`src/rtl/inst_pkg.sv`:
```
// Shared definitions for the instruction issue engine.
// Holds the instruction field widths and bit positions, the default
// reserved opcode, the issue FSM state type and the field packing helper.
package inst_pkg;

  localparam int OPC_W  = 2;
  localparam int REG_W  = 5;
  localparam int ALU_W  = 3;
  localparam int INST_W = 20;
  localparam int DATA_W = 32;

  // LSB position of each field inside the 20-bit instruction word
  localparam int OPC_LSB = 18;
  localparam int RD_LSB  = 13;
  localparam int ALU_LSB = 10;
  localparam int RS1_LSB = 5;
  localparam int RS2_LSB = 0;

  localparam logic [OPC_W-1:0] OPC_RSVD_DFLT = 2'b11;

  typedef enum logic [1:0] {
    IDLE    = 2'd0,
    HOLD    = 2'd1,
    CAPTURE = 2'd2
  } state_t;

  // {opc, rd, alu, rs1, rs2}, MSB first; fields are placed, never combined
  function automatic logic [INST_W-1:0] pack_inst(
    input logic [OPC_W-1:0] opc,
    input logic [REG_W-1:0] rd,
    input logic [ALU_W-1:0] alu,
    input logic [REG_W-1:0] rs1,
    input logic [REG_W-1:0] rs2
  );
    logic [INST_W-1:0] w;
    w = '0;
    w[OPC_LSB +: OPC_W] = opc;
    w[RD_LSB  +: REG_W] = rd;
    w[ALU_LSB +: ALU_W] = alu;
    w[RS1_LSB +: REG_W] = rs1;
    w[RS2_LSB +: REG_W] = rs2;
    return w;
  endfunction

endpackage

```
`src/rtl/inst_fifo.sv`:
```
// Synchronous FIFO holding packed instruction words.
// Ports:
//   clk, rst_n   clock, asynchronous active-low reset (pointers and count)
//   push, wdata  write request and data (ignored when full)
//   pop, rdata   read request and head-of-queue data (ignored when empty)
//   count        exact occupancy, 0..DEPTH
//   full, empty  occupancy flags
module inst_fifo
  import inst_pkg::*;
#(
  parameter int DEPTH = 4,
  parameter int WIDTH = INST_W
) (
  input  logic                     clk,
  input  logic                     rst_n,
  input  logic                     push,
  input  logic [WIDTH-1:0]         wdata,
  input  logic                     pop,
  output logic [WIDTH-1:0]         rdata,
  output logic [$clog2(DEPTH):0]   count,
  output logic                     full,
  output logic                     empty
);

  localparam int AW = $clog2(DEPTH);
  localparam int CW = AW + 1;

  logic [WIDTH-1:0] mem [DEPTH];
  logic [AW-1:0]    wr_ptr;
  logic [AW-1:0]    rd_ptr;
  logic             wr_en;
  logic             rd_en;

  assign full  = (count == CW'(DEPTH));
  assign empty = (count == '0);
  assign wr_en = push && !full;
  assign rd_en = pop && !empty;
  assign rdata = mem[rd_ptr];

  // DEPTH is a power of two, so the pointers wrap naturally at AW bits
  always_ff @(posedge clk or negedge rst_n) begin
    if (!rst_n) begin
      wr_ptr <= '0;
      rd_ptr <= '0;
      count  <= '0;
    end else begin
      if (wr_en) wr_ptr <= wr_ptr + 1'b1;
      if (rd_en) rd_ptr <= rd_ptr + 1'b1;
      case ({wr_en, rd_en})
        2'b10:   count <= count + 1'b1;
        2'b01:   count <= count - 1'b1;
        default: count <= count;
      endcase
    end
  end

  always_ff @(posedge clk) begin
    if (wr_en) mem[wr_ptr] <= wdata;
  end

endmodule

```
`src/rtl/inst_issuer.sv`:
```
// Clocked issue engine for the Inst datapath.
// Packs incoming field bundles into 20-bit words, queues them, drives each
// word on instruccion for SETTLE cycles, then returns ALU_Result with a
// one-cycle res_valid pulse.
//
//   state   | meaning
//   --------+---------------------------------------------------------------
//   IDLE    | nothing in flight; instruccion keeps its last value
//   HOLD    | instruccion stable, settle down-counter running
//   CAPTURE | result pulse cycle; pops the next word if one is queued
//
// Ports:
//   clk, rst_n                  clock, asynchronous active-low reset
//   in_valid, in_ready          field bundle handshake
//   in_opc/rd/alu/rs1/rs2       instruction fields
//   instruccion                 packed word driven to Inst
//   ALU_Result                  result returned by Inst
//   res_valid/res_data/res_inst captured result, its word and valid pulse
//   busy, count                 activity flag and FIFO occupancy
//   err_rsvd                    sticky reserved-opcode drop flag
module inst_issuer
  import inst_pkg::*;
#(
  parameter int               DEPTH    = 4,
  parameter int               SETTLE   = 2,
  parameter logic [OPC_W-1:0] OPC_RSVD = OPC_RSVD_DFLT
) (
  input  logic                   clk,
  input  logic                   rst_n,
  input  logic                   in_valid,
  output logic                   in_ready,
  input  logic [OPC_W-1:0]       in_opc,
  input  logic [REG_W-1:0]       in_rd,
  input  logic [ALU_W-1:0]       in_alu,
  input  logic [REG_W-1:0]       in_rs1,
  input  logic [REG_W-1:0]       in_rs2,
  output logic [INST_W-1:0]      instruccion,
  input  logic [DATA_W-1:0]      ALU_Result,
  output logic                   res_valid,
  output logic [DATA_W-1:0]      res_data,
  output logic [INST_W-1:0]      res_inst,
  output logic                   busy,
  output logic [$clog2(DEPTH):0] count,
  output logic                   err_rsvd
);

  localparam int SW = (SETTLE > 1) ? $clog2(SETTLE) : 1;

  state_t            state;
  state_t            state_nx;
  logic [SW-1:0]     settle_cnt;
  logic              accept;
  logic              rsvd;
  logic              push;
  logic              pop;
  logic              capture;
  logic              fifo_full;
  logic              fifo_empty;
  logic [INST_W-1:0] fifo_rdata;

  assign accept   = in_valid && in_ready;
  assign rsvd     = (in_opc == OPC_RSVD);
  assign push     = accept && !rsvd;
  assign in_ready = !fifo_full;
  assign busy     = (state != IDLE) || !fifo_empty;

  inst_fifo #(
    .DEPTH (DEPTH),
    .WIDTH (INST_W)
  ) u_fifo (
    .clk   (clk),
    .rst_n (rst_n),
    .push  (push),
    .wdata (pack_inst(in_opc, in_rd, in_alu, in_rs1, in_rs2)),
    .pop   (pop),
    .rdata (fifo_rdata),
    .count (count),
    .full  (fifo_full),
    .empty (fifo_empty)
  );

  always_comb begin
    state_nx = state;
    pop      = 1'b0;
    capture  = 1'b0;
    case (state)
      IDLE: begin
        if (!fifo_empty) begin
          pop      = 1'b1;
          state_nx = HOLD;
        end
      end
      HOLD: begin
        if (settle_cnt == '0) begin
          capture  = 1'b1;
          state_nx = CAPTURE;
        end
      end
      CAPTURE: begin
        if (!fifo_empty) begin
          pop      = 1'b1;
          state_nx = HOLD;
        end else begin
          state_nx = IDLE;
        end
      end
      default: state_nx = IDLE;
    endcase
  end

  // The result registers load on the edge that enters CAPTURE, after the word
  // has been held for exactly SETTLE cycles, so res_valid/res_data/res_inst
  // are all presented together during the CAPTURE cycle.
  always_ff @(posedge clk or negedge rst_n) begin
    if (!rst_n) begin
      state       <= IDLE;
      settle_cnt  <= '0;
      instruccion <= '0;
      res_valid   <= 1'b0;
      res_data    <= '0;
      res_inst    <= '0;
      err_rsvd    <= 1'b0;
    end else begin
      state     <= state_nx;
      res_valid <= capture;
      if (pop) begin
        instruccion <= fifo_rdata;
        settle_cnt  <= SW'(SETTLE - 1);
      end else if ((state == HOLD) && (settle_cnt != '0)) begin
        settle_cnt <= settle_cnt - 1'b1;
      end
      if (capture) begin
        res_data <= ALU_Result;
        res_inst <= instruccion;
      end
      if (accept && rsvd) err_rsvd <= 1'b1;
    end
  end

endmodule

```
`config.mk`:
```
export PLATFORM = sky130hd
export DESIGN_NAME = inst_issuer
export DESIGN_NICKNAME = d
export VERILOG_FILES = /design/src/rtl/inst_pkg.sv /design/src/rtl/inst_fifo.sv /design/src/rtl/inst_issuer.sv
export SDC_FILE = /design/constraint.sdc
export NUM_CORES = 1
export LEC_CHECK = 0
export ABC_AREA = 1
export BUFFER_PORTS_ARGS = -buffer_cell sky130_fd_sc_hd__buf_2
export CORE_ASPECT_RATIO = 1.2
export CORE_MARGIN = 2
export CORE_UTILIZATION = 49
export DETAILED_ROUTE_END_ITERATION = 10
export PLACE_DENSITY_LB_ADDON = 0.15
export SETUP_SLACK_MARGIN = 0.1
export SYNTH_ARGS = -nofsm -noshare
export SYNTH_HDL_FRONTEND = slang
export SYNTH_HIERARCHICAL = 1
export SYNTH_SLANG_ARGS = --single-unit
```
`constraint.sdc`:
```
create_clock -name clk -period 2.3 [get_ports clk]
set_input_delay 0.115 -clock clk [delete_from_list [all_inputs] [get_ports clk]]
set_output_delay 0.115 -clock clk [all_outputs]
set_load 0.03 [all_outputs]
```
## After elaboration in Yosys (flattened, before gate mapping)

Memory sizes are Yosys's and may differ from the RTL's. A register that Yosys moved wholly into a read port is not among the register bits.
Index checks and enable logic that the tools add are counted.

- Output and inout bits: 79
- Bits in registers: 64
- Logic and storage cells: 54
- Bits in writable memories: 80
- Bits in latches: 0
- Memories: 1
- Input bits: 55
- Memory bits (read-only): 0

- Muxes and demuxes: 13
- Add/subtract/negate cells: 5
- $mul: 0
- Shift operators: 0
- Reductions and logical operators: 18
- Divide/modulo/power cells: 0
- Bitwise logic cells: 0
- Order comparisons: 0
- Equality and inequality tests: 8

Memories:

| memory | depth | bits a word | read ports | clocked after memory_dff | wr ports | RTL line | source |
|---|---|---|---|---|---|---|---|
| u_fifo.mem | 4 | 20 | 1 | 1 | 1 | inst_fifo.sv:28 | `logic [WIDTH-1:0] mem [DEPTH];` |

Operator list:

| cell | count |
|---|---|
| 1-bit 2-to-1 mux | 9 |
| 2-bit equality test (second input constant) | 3 |
| 1-bit logical AND | 6 |
| 2-bit case mux with 3 select lines | 1 |
| 3-bit case mux with 2 select lines | 1 |
| 2-bit nonzero test | 3 |
| 2-bit by 1-bit adder with 2-bit output (second input constant) | 2 |
| 2-bit by 1-bit equality test with 1-bit output (second input constant) | 2 |
| 1-bit zero test | 4 |
| 2-bit 2-to-1 mux | 2 |
| 2-bit != test (second input constant) | 2 |
| 3-bit by 1-bit adder with 3-bit output (second input constant) | 1 |
| 3-bit equality test (second input constant) | 1 |
| 3-bit zero test | 1 |
| 3-bit by 1-bit subtractor with 3-bit output (second input constant) | 1 |
| 2-bit zero test | 1 |
| 2-bit AND reduction | 1 |
| 2-bit OR reduction | 1 |
| 1-bit logical OR | 1 |
| 1-bit subtractor (second input constant) | 1 |

## Depth between registers and ports, before layout

- Depth in word-level cells: 7
- Gate-level depth with buffers: 15
- Gate-level depth less buffers: 15

## Cells and area by module

Netlist, hierarchy kept.

By module, submodules not included:

| module | sequential area each (sq um) | cells each | area an instance (sq um) | times used |
|---|---|---|---|---|
| inst_fifo | 2577.5 | 294 | 3669.8 | 1 |
| inst_issuer | 1926.8 | 336 | 3074.2 | 1 |

## Worst setup path after synthesis

OpenSTA, ideal clock, no wires.

- Kind: register to register
- Start point: register u_fifo.count[0]
- End point: memory u_fifo/mem[0][0] (netlist name), enable pin
- Arrival: 2408 ps
- Data required time: 1903 ps
- Library setup time: 397 ps
- Period minus slack after synthesis: 2805 ps
- Cell stages (with the launch flop): 9
- Path slack: -505 ps
- Path buffers: 0
- Path through: dfrtp_1 -> inv_1 -> nand3_1 -> inv_1 -> inv_1 -> nand2_1 -> a21oi_1 -> nand2_2 -> nor2_1

- Word-level cells in the longest chain between the ends: 7

Ends and longest elaborated chain:

| element | RTL line | source |
|---|---|---|
| start: declaration | inst_fifo.sv:20 | `output logic [$clog2(DEPTH):0] count,` |
| start signal: assignment | inst_fifo.sv:50 | `2'b10: count <= count + 1'b1;` |
| start signal: assignment | inst_fifo.sv:51 | `2'b01: count <= count - 1'b1;` |
| start signal: assignment | inst_fifo.sv:52 | `default: count <= count;` |
| 3-bit equality test | inst_fifo.sv:34 | `assign full = (count == CW'(DEPTH));` |
| net fifo_full | inst_issuer.sv:57 | `logic fifo_full;` |
| 1-bit zero test | inst_issuer.sv:64 | `assign in_ready = !fifo_full;` |
| net in_ready | inst_issuer.sv:31 | `output logic in_ready,` |
| 1-bit logical AND | inst_issuer.sv:61 | `assign accept = in_valid && in_ready;` |
| 1-bit logical AND | inst_issuer.sv:63 | `assign push = accept && !rsvd;` |
| net push | inst_issuer.sv:54 | `logic push;` |
| 1-bit logical AND | inst_fifo.sv:36 | `assign wr_en = push && !full;` |
| 1-bit 2-to-1 mux | inst_fifo.sv:58 | `if (wr_en) mem[wr_ptr] <= wdata;` |
| 1-bit 2-to-1 mux (implied by the code) | inst_fifo.sv:58 |  |
| end: declaration | inst_fifo.sv:28 |  |

The timed path passes the listed nets, and every way through them passes these cells.

## Final worst setup path

- Start point: register u_fifo.count[1]
- End point: register u_fifo.count[2]

- Word-level cells in the longest chain between the ends: 7
- Elaborated cells on any way between the ends: 16
- Classes of those cells: add/sub: 2; eq/ne: 3; mux: 3; reduce/logical: 8

Ends and longest elaborated chain:

| element | RTL line | source |
|---|---|---|
| 3-bit equality test * | inst_fifo.sv:34 |  |
| net fifo_full | inst_issuer.sv:57 |  |
| 1-bit zero test * | inst_issuer.sv:64 |  |
| 1-bit logical AND * | inst_issuer.sv:61 |  |
| 1-bit logical AND * | inst_issuer.sv:63 |  |
| net push | inst_issuer.sv:54 |  |
| 1-bit logical AND * | inst_fifo.sv:36 |  |
| 2-bit by 1-bit equality test with 1-bit output or 2-bit equality test (tied branches) | inst_fifo.sv:49 | `case ({wr_en, rd_en})` |
| 3-bit case mux with 2 select lines or 2-bit nonzero test (tied branches) | - |  |

Mark *: on every way through the listed nets, which the timed path passes. The rest lies on a longest branch.
A chain may end at the register's enable or synchronous reset.

==> metrics <==
DRC errors left 0; TritonCTS Buffers 17; DIE HEIGHT 133 µm; final hold violation count 0; post-layout min period 2.04 ns; largest net degree at the start of global routing 85; WHS 0.252 ns; status completed; endpoint class of the critical path register; core area 13400 µm²; postcts setup bufs 0; final setup fails 0; top-count cell post-synth nand2_1; CTS Buffer Depth 2; register area 4510 µm²; H-Tree Depth 4; EDFF count, synth 80; share of cells above drive strength 1 24.4%; Synth Area in Compound Gates 5.08%; HPWL after DPL 8640 µm; grt ovf 0; Synth async-reset ratio 51.2%; Simple-Gate Fraction of Synth Area 19.8%; Post-Synthesis Cells 630; fillers 1036; Synth Area in Adders 1.22%; 1st-iter DRT viols 338; Most used DFF post-synth dfrtp_1; fin cells 993; Core Rows 46; RSZ-0062 raised after global routing false; mux cell area share after synthesis 0%; xor and xnor area share after synthesis 0.130%; register share of total power 35.2%; Clock Root Buffer clkbuf_16; Clk network pwr share 21.5%; clock transition at the registers of the reported paths 0.07 ns; Placement Cell Area 7610 µm²; clock sink total 164; number of synthesized register bits 164; top cells by count, synth 245 x nand2_1, 84 x dfrtp_1, 80 x edfxtp_1; Post-Route WL 14300 µm; total die area 14700 µm²; Worst Path Required 2.61 ns; worst slew margin relative to its limit 59.7%; routed vias/inst 4.99; global-route wire length before repair 23600 µm; Yosys cell types 21; placed cells 907; Ys Warns 6; wire length on met3 636 µm; met2 wire length 7060 µm; die width 111 µm; Synthesized Nets 691; vias in the first global route 4801; initial antenna violation count 0; DR pass1 iterations 4; DR vias 4957; net switching power figure 5.66 mW; fin nets 873; clk_skew 0.00772 ns; Cell Area, Synth 6740 µm²; share of the synthesized area in the top cell type 35.6%; Clock Latency Late Sink 0.42 ns; post-synthesis sequential area ratio 66.8%; Port Buffers 133; uppermost layer routed met4; Setup CP Type register to register; total track usage 20.0%; CP max FO 4; Initial Util 50.5%; slew of the pin with the lowest slew margin 0.604 ns; multi-input logic area 1810 µm²; P_leak 4.23 nW; max-cap violations 0; combinational power share 43.3%; Post-Syn Area per Cell 10.7 µm²; final setup TNS 0 ns; TritonCTS clock tree built; crit start category register; Switching Fraction 44.0%; Fmax achieved 490 MHz; largest family of logic cells by synthesized area simple AND/OR/NAND/NOR gates; Avg WL per Cell 14.4 µm; Ant. Diodes 0; GP Congestion 0.817; Final Max Slew Viols 0; Worst VDD drop 0.000760 V; Int Pwr 7.20 mW; Layout area overhead 29.5%; Final Cell Area 8730 µm²; top cells by area, synth edfxtp_1 36%, dfrtp_1 31%, nand2_1 14%, nand4_1 4.9%, o211ai_1 4.0%; met1 WL 6290 µm; Yosys top cell by area edfxtp_1; Critical Path AT 2.35 ns; class of the worst hold path input port to asynchronous set/reset pin; ANT nets after route 0; Final Cycle Share 88.8%; Pwr Density 1470 nW/µm²; IO Pins 134
cell type report:
| cell class | instances | share of cell area [%] |
|---|---|---|
| timing repair buffer | 200 | 15.7 |
| clock buffer | 17 | 4.87 |
| tap | 168 | 2.41 |
| inverter | 65 | 2.82 |
| sequential | 164 | 51.6 |
| multi-input combinational | 364 | 20.7 |
| clock inverter | 15 | 1.85 |
path summary, 6_finish.rpt:
check                           slack (ns)  cells after the start           endpoint             from
worst max-delay path                  0.26                     14    u_fifo/count[2]  u_fifo/count[1]
worst max register to register        0.26                     14    u_fifo/count[2]  u_fifo/count[1]
worst min-delay path                  0.25                      3        res_data[7]            rst_n
min in group clk                      0.44                      2  u_fifo/mem[2][12]        in_alu[2]
worst min register to register        0.47                      2       res_data[18]     res_data[18]
max in group asynchronous             1.69                      3           state[0]            rst_n
repair_timing:
item | in CTS | in global routing
hold buffers | 54 | 0
endpoints found under the hold margin | 197 | 0
endpoints found under the setup margin | 0 | 1
resized for setup | 0 | 2
logic make-up after synthesis:
family / count (synthesis)
AO/OA/AOI/OAI: 44
flip-flops: 164
XOR/XNOR: 1
AND/OR/NAND/NOR: 313
adder cells (fa/ha/maj): 6
buffers and inverters: 102
power by group through the flow:
stage | registers, mW | clock network, mW | logic [mW]
final | 4.53 | 2.77 | 5.56
after global routing | 4.64 | 2.97 | 6.10
after CTS | 4.53 | 2.84 | 5.59
after detailed placement | 4.58 | 0 | 5.50
after global placement | 4.55 | 0 | 5.40
after floorplan | 5.79 | 0 | 2.81
placed cells by master (no fill, tap or decap), drive strengths merged:
cell type / count
dfrtp: 84
nand4: 53
o21bai: 1
inv: 74
a21oi: 1
nand3: 9
clkinvlp: 3
nor2: 5
clkinv: 2
fa: 1
nand2: 246
o21ai: 2
o211ai: 40
buf: 146
clkbuf: 17
edfxtp: 80
xnor2: 1
bufinv: 1
dlygate4sd3: 54
ha: 5
worst max-delay path, cell delays in order, from the launching register on:
cell     delay [ns]
dfrtp_2        0.42
inv_2          0.09
nand3_2        0.13
inv_1          0.12
inv_4          0.03
nand2_1        0.08
a21oi_2        0.07
nand2_4        0.07
ha_1           0.15
inv_1          0.07
fa_1           0.40
nand2_1        0.11
nand3_1        0.07
nand2_1        0.06
nand2_1        0.05
per-layer routing:
metal	global-route usage [%]	vias up
met5	0	-
met2	33.7	136
met1	25.3	2328
met3	4.81	23
met4	7.82	0
li1	-	2470
stage by stage:
step	worst slack (ns)	util [%]	power (mW)
after floorplan	0.120	-	8.60
after global placement	0.322	57.0	9.95
after detailed placement	0.221	57.0	10.1
after CTS	0.208	65.4	13.0
after global routing	0.129	65.4	13.7
final	0.258	65.4	12.9
registers in the layout, indices dropped and copies added, names as in the netlist:
name / count
err_rsvd: 1
instruccion: 20
res_data: 32
res_inst: 20
res_valid: 1
settle_cnt: 1
state: 2
u_fifo/count: 3
u_fifo/mem: 80
u_fifo/rd_ptr: 2
u_fifo/wr_ptr: 2
Note: power is estimated with default switching activity, not from simulation.
